===== src/rtl/gmii_video_rx.sv =====
// gmii_video_rx: GMII receive filter for Ethernet/IPv4/UDP video packets, unpacking the payload into pixel FIFO words.
module gmii_video_rx #(
  parameter logic [31:0] IPV4_DST      = 32'hC0A8_0001,
  parameter bit          CHECK_IP_DST  = 1'b0,
  parameter logic [15:0] DST_PORT      = 16'd12345,
  parameter logic [15:0] ETH_TYPE      = 16'h0800,
  parameter logic [7:0]  IP_VER        = 8'h45,
  parameter logic [7:0]  IP_PROTO      = 8'h11,
  parameter int          PIX_BYTES     = 2,
  parameter int          Y_BITS        = 11,
  parameter int          PAYLOAD_WORDS = 640
)(
  input  logic                          clk125,
  input  logic                          sys_rst,
  input  logic [7:0]                    rxd,
  input  logic                          rx_dv,
  input  logic                          rx_er,
  output logic [Y_BITS+8*PIX_BYTES:0]   datain,
  output logic                          recv_en,
  output logic                          packet_en,
  output logic                          line_done,
  output logic                          frame_err,
  output logic [15:0]                   pkt_ok_cnt,
  output logic [15:0]                   pkt_drop_cnt
);
  localparam int PW = 8*PIX_BYTES;
  typedef enum logic [2:0] {WAIT_IDLE, IDLE, HEADER, PAYLOAD, DROP} state_t;
  state_t r_state, w_next;
  logic [5:0] r_idx;
  logic [1:0] r_bcnt;
  logic [15:0] r_wcnt, r_ok_cnt, r_drop_cnt;
  logic [7:0] r_ylo, w_ip_byte;
  logic [Y_BITS-1:0] r_y;
  logic r_field, r_bad, r_recv_en, r_line_done, r_frame_err;
  logic [PW-1:0] r_pix, w_pix;
  logic [Y_BITS+PW:0] r_datain;
  logic w_in_frame, w_abort_dv, w_abort_er, w_ip_mis, w_mis, w_hdr_end, w_line_hdr;
  logic w_word, w_word_end, w_pkt_end, w_drop;
  always_comb begin
    w_in_frame = r_state == HEADER || r_state == PAYLOAD;
    w_abort_dv = w_in_frame && !rx_dv;
    w_abort_er = w_in_frame && rx_dv && rx_er;
    w_ip_byte  = r_idx == 6'd30 ? IPV4_DST[31:24] : r_idx == 6'd31 ? IPV4_DST[23:16] :
                 r_idx == 6'd32 ? IPV4_DST[15:8] : IPV4_DST[7:0];
    w_ip_mis   = CHECK_IP_DST && r_idx >= 6'd30 && r_idx <= 6'd33 && rxd != w_ip_byte;
    w_mis      = (r_idx == 6'd12 && rxd != ETH_TYPE[15:8]) || (r_idx == 6'd13 && rxd != ETH_TYPE[7:0]) ||
                 (r_idx == 6'd14 && rxd != IP_VER) || (r_idx == 6'd23 && rxd != IP_PROTO) ||
                 (r_idx == 6'd36 && rxd != DST_PORT[15:8]) || (r_idx == 6'd37 && rxd != DST_PORT[7:0]) || w_ip_mis;
    w_hdr_end  = r_state == HEADER && rx_dv && !rx_er && r_idx == 6'd42;
    w_line_hdr = r_state == PAYLOAD && rx_dv && !rx_er && r_idx == 6'd43;
    w_word     = r_state == PAYLOAD && rx_dv && !rx_er && r_idx != 6'd43;
    w_word_end = w_word && r_bcnt == 2'(PIX_BYTES-1);
    w_pkt_end  = w_word_end && r_wcnt == 16'(PAYLOAD_WORDS-1);
    w_drop     = w_abort_dv || w_abort_er || (w_hdr_end && r_bad);
    w_pix      = PW'({r_pix, rxd});
    w_next     = r_state;
    case (r_state)
      WAIT_IDLE: w_next = rx_dv ? WAIT_IDLE : IDLE;
      IDLE:      w_next = rx_dv && rxd == 8'hD5 ? HEADER : IDLE;
      HEADER:    w_next = !rx_dv ? IDLE : rx_er ? DROP : r_idx == 6'd42 ? (r_bad ? DROP : PAYLOAD) : HEADER;
      PAYLOAD:   w_next = !rx_dv ? IDLE : (rx_er || w_pkt_end) ? DROP : PAYLOAD;
      DROP:      w_next = rx_dv ? DROP : IDLE;
      default:   w_next = WAIT_IDLE;
    endcase
  end
  always_ff @(posedge clk125) begin
    if (sys_rst) begin
      r_state     <= WAIT_IDLE;
      r_idx       <= '0;
      r_bcnt      <= '0;
      r_wcnt      <= '0;
      r_ok_cnt    <= '0;
      r_drop_cnt  <= '0;
      r_ylo       <= '0;
      r_y         <= '0;
      r_field     <= 1'b0;
      r_bad       <= 1'b0;
      r_pix       <= '0;
      r_datain    <= '0;
      r_recv_en   <= 1'b0;
      r_line_done <= 1'b0;
      r_frame_err <= 1'b0;
    end else begin
      r_state     <= w_next;
      r_idx       <= r_state == IDLE ? 6'd0 : (w_in_frame && r_idx != 6'd44) ? r_idx + 6'd1 : r_idx;
      r_bad       <= r_state == HEADER ? r_bad | w_mis : 1'b0;
      r_bcnt      <= (r_state != PAYLOAD || w_word_end) ? 2'd0 : r_bcnt + 2'(w_word);
      r_wcnt      <= r_state != PAYLOAD ? 16'd0 : r_wcnt + 16'(w_word_end);
      r_ylo       <= w_hdr_end ? rxd : r_ylo;
      r_y         <= w_line_hdr ? Y_BITS'({rxd[3:0], r_ylo}) : r_y;
      r_field     <= w_line_hdr ? rxd[4] : r_field;
      r_pix       <= w_word ? w_pix : r_pix;
      r_datain    <= w_word_end ? {r_field, r_y, w_pix} : r_datain;
      r_recv_en   <= w_word_end;
      r_line_done <= w_pkt_end;
      r_frame_err <= w_abort_dv || w_abort_er;
      r_ok_cnt    <= r_ok_cnt + 16'(w_pkt_end && r_ok_cnt != 16'hFFFF);
      r_drop_cnt  <= r_drop_cnt + 16'(w_drop && r_drop_cnt != 16'hFFFF);
    end
  end
  assign datain       = r_datain;
  assign recv_en      = r_recv_en;
  assign packet_en    = r_state == PAYLOAD;
  assign line_done    = r_line_done;
  assign frame_err    = r_frame_err;
  assign pkt_ok_cnt   = r_ok_cnt;
  assign pkt_drop_cnt = r_drop_cnt;
endmodule


===== config.mk =====
export PLATFORM = sky130hd
export DESIGN_NAME = gmii_video_rx
export DESIGN_NICKNAME = d
export VERILOG_FILES = /design/src/rtl/gmii_video_rx.sv
export SDC_FILE = /design/constraint.sdc
export NUM_CORES = 1
export LEC_CHECK = 0
export ABC_AREA = 1
export BUFFER_PORTS_ARGS = -buffer_cell sky130_fd_sc_hd__buf_2
export CAP_MARGIN = 0
export CORE_ASPECT_RATIO = 0.9
export CORE_MARGIN = 1
export CORE_UTILIZATION = 57
export DETAILED_ROUTE_END_ITERATION = 8
export PLACE_DENSITY_LB_ADDON = 0.05
export SYNTH_ARGS = -nofsm -noshare
export SYNTH_HDL_FRONTEND = slang
export SYNTH_SLANG_ARGS = --single-unit

===== constraint.sdc =====
create_clock -name clk125 -period 2.9 [get_ports clk125]
set_input_delay 0.435 -clock clk125 [delete_from_list [all_inputs] [get_ports clk125]]
set_output_delay 0.435 -clock clk125 [all_outputs]
set_load 0.02 [all_outputs]

==> impl_metrics.toml <==
[run_status]
outcome = "complete, no violations"

[synthesis]
avgSynthCellArea_um2 = 7.474
synth-edff-count = 0
ys_types = 38
synthCells = 686
async_reset_ff_share_pct = 0
ys_seq_area_share_pct = 46.46
syn_area_um2 = 5127
mappedNetlistNets = 709
ys_seq_elements = 119
ys.flop_type = "dfxtp_1"
yosysWarnings = 0

[final_layout]
layout-drive-gt1-share_pct = 18.52
layout-area-overhead-vs-synth_pct = 21.06
final_nets = 793
antenna_cells = 0

[worst_hold_path]
holdPathStages = 3
worstHoldPathType = "input pin to flop"
hp-start = "rxd[5]"
min_to = "r_pix[5]"

[worst_setup_path]
cp-start-kind = "flop"
worst_setup_path_end_kind = "flop"
worstPathCellList = "inv_1, ha_1, inv_1, nor3_2, and2_1, nand2_1, a21oi_1, ha_1, ha_1, nand2_1, nor2_2, nand4_1, nor2_1, nand2_1, and3_1"
cp.arrival_ps = 3050
cp_max_fo = 5
r2r_slack_ps = 260
r2r_end = "pkt_drop_cnt[14]"
worstSetupPathType = "flop to flop"
crit_slowest_cell = "dfxtp_1"
worst-r2r-cell-count = 15
rr_startpoint = "r_idx[0]"
cp_top_family = "simple AND/OR/NAND/NOR gates"
required_ps = 3310
slowest_delay_ps = 360
critPathBufInv = 2

[drt]
drt_pass1_iterations = 6
vias_per_cell = 5.255
drc = 0
ant_nets = 0
drt_iter0_markers = 189
routed_wl_um = 11680
via_count = 4740
wl_per_cell_um = 12.94

[sta]
grt_setup_unrepaired = "false"
final.setup.tns_ps = 0
timing.final.crit_share_pct = 91.06
hold_viol_final = 0
report.final.slew_viol_count = 0
fmax_mhz = 378.7
setup_viol = 0
setup_slack_ps = 259.1
worst_slew_pin_slew_ps = 497.1
skew_ps = 18.01
period_minus_slack_ps = 2641
max-slew-margin-rel_pct = 66.86

[grt]
grt_start_max_net_pins = 32
grtUsageMet1_pct = 33.93
grt_pass1_vias = 4258
antenna_found_initial = 0
grt_util_met2_pct = 42.28
grt_pass1_wl_um = 19250
gr-max-usage-layer = "met2"
grtUsageTotal_pct = 26.36
met3_usage_pct = 5.716
overflow = 0

[floorplan]
die_y_um = 91.98
num_rows = 32
initial_core_util_pct = 59.29
die_w_um = 102.0
core_um2 = 8648
io_pins = 76
dieArea_um2 = 9379

[cts]
holdBufCountCts = 0
clk-insertion-delay-late_ps = 520
cts_made_buffers = 17
clock_sinks = 119
h-tree-depth = 4
cts_tree = "built"
root_buffer = "clkbuf_8"
cts_max_path_buffers = 2
clk_pin_slew_worst_paths_ps = 60

[pwr]
peakVddDrop_mv = 0.5215
p_leak_nw = 2.557
p_per_area_nw_per_um2 = 605.5

[placement]
dp_hpwl_um = 7989
io_buffers = 75
routabilityCongestion = 0.9119
post-place-ws_ps = 206.4

[flow_run]
drv_cap = 0
-- layer usage --
layer / up-vias / wire length, um
li1: 2428 / -
met1: 2158 / 5552
met2: 135 / 5409
met3: 19 / 499
met4: 0 / 212
met5: - / 0
-- metrics by stage --
stage | total power, mW | instance area [um^2] | hold WS [ps] | util (%) | instances
after floorplan | 1.715 | 5127 | 435.8 | - | 686
after global placement | 1.741 | 5577 | 448.8 | 64.48 | 867
after detailed placement | 1.742 | 5577 | 450.3 | 64.48 | 867
after CTS | 3.779 | 6157 | 246.3 | 71.20 | 899
after global routing | 3.873 | 6207 | 266.3 | 71.77 | 902
final | 3.759 | 6207 | 267.9 | 71.77 | 902
-- state kept, by name, summed over array words and instances, names as in the netlist, 2 cells and up --
register / count
r_y: 11
r_bcnt: 2
r_state: 3
datain: 28
r_pix: 8
r_ylo: 8
r_idx: 6
pkt_ok_cnt: 16
r_wcnt: 16
pkt_drop_cnt: 16
-- report_power, final --
group          switching (mW)  internal, mW  leakage [nW]  total, mW
registers             0.00156          1.64         0.958       1.64
clock network           0.806          1.24         0.272       2.05
logic                  0.0541        0.0174          1.33     0.0714
total                   0.861          2.90          2.56       3.76
-- kinds of logic (layout without fill, tap and decap cells) --
family	count (synthesis)	count (layout)	share of synthesized area (%)
xor+xnor	5	5	0.8542
simple gates	312	312	27.23
flops	119	119	46.46
buf+inv	99	196	8.272
fa+ha+maj	11	11	2.684
compound gates	140	140	14.49
-- Yosys cell counts (4+ instances only) --
library cell  instances  area [um^2]
ha_1                 11        137.6
nand4_1              10        62.56
a21oi_1              69        345.3
inv_2                 4        15.01
buf_2                 5        25.02
nor2_1               89        334.1
o21ai_0              51        255.2
nor3_1               16        80.08
clkbuf_1              7        26.28
nand3_1              35        175.2
a31oi_1               4        25.02
nor3b_1               7        52.55
dfxtp_1             119         2382
inv_1                75        281.5
nand2_1             127        476.7
a211oi_1              8        60.06
buf_4                 4        30.03
nor2_2                5        31.28
-- worst register-to-register path, stage by stage, from the launching register on --
cell and delay (ps):
dfxtp_1 360, inv_1 110, ha_1 150, inv_1 60
nor3_2 260, and2_1 180, nand2_1 60, a21oi_1 140
ha_1 190, ha_1 210, nand2_1 110, nor2_2 200
nand4_1 140, nor2_1 150, nand2_1 70, and3_1 170
-- cells in the final DEF, fill, tap and decap left out, drive strengths merged --
cell,synthesis,routed
a41oi,1,1
nand2,130,130
clkinv,0,1
buf,13,85
inv,79,86
bufinv,0,2
clkbuf,7,18
or2,4,4
a21oi,69,69
nand3,36,36
o21a,2,2
nand4,10,10
o22ai,1,1
nor2,97,97
clkinvlp,0,4
nand3b,2,2
a31oi,4,4
dfxtp,119,119
a211oi,9,9
xor2,2,2
and2,1,1
nor4,3,3
ha,11,11
o21ai,54,54
nor3,19,19
nor3b,7,7
and3,3,3
xnor2,3,3
-- repair_timing --
item / CTS / global route
endpoints found under the hold margin: 0 / 0
setup buffers: 0 / 3
gates resized for setup: 0 / 9
setup endpoints to repair: 0 / 8
-- final cells by class --
class,count,area (um^2)
fillers,710,2441
flip-flops and latches,119,2382
repair buffers,85,450.4
clock inverters,14,162.7
well taps,119,148.9
multi-input cells,468,2349
clock buffers,18,417.9
inverters,79,296.5
-- worst max-delay path by stage --
stage               startpoint                to  slack (ps)  cells after the start
finish                r_idx[0]  pkt_drop_cnt[14]         260                     15
global route          r_idx[0]  pkt_drop_cnt[11]           9                     14
CTS                   r_idx[0]  pkt_drop_cnt[11]         240                     14
detailed placement       rx_er    pkt_ok_cnt[14]         210                     17
global placement         rx_er    pkt_ok_cnt[14]         280                     17
floorplan             r_idx[0]  pkt_drop_cnt[14]         360                     17
(Power assumes the default switching activity.)
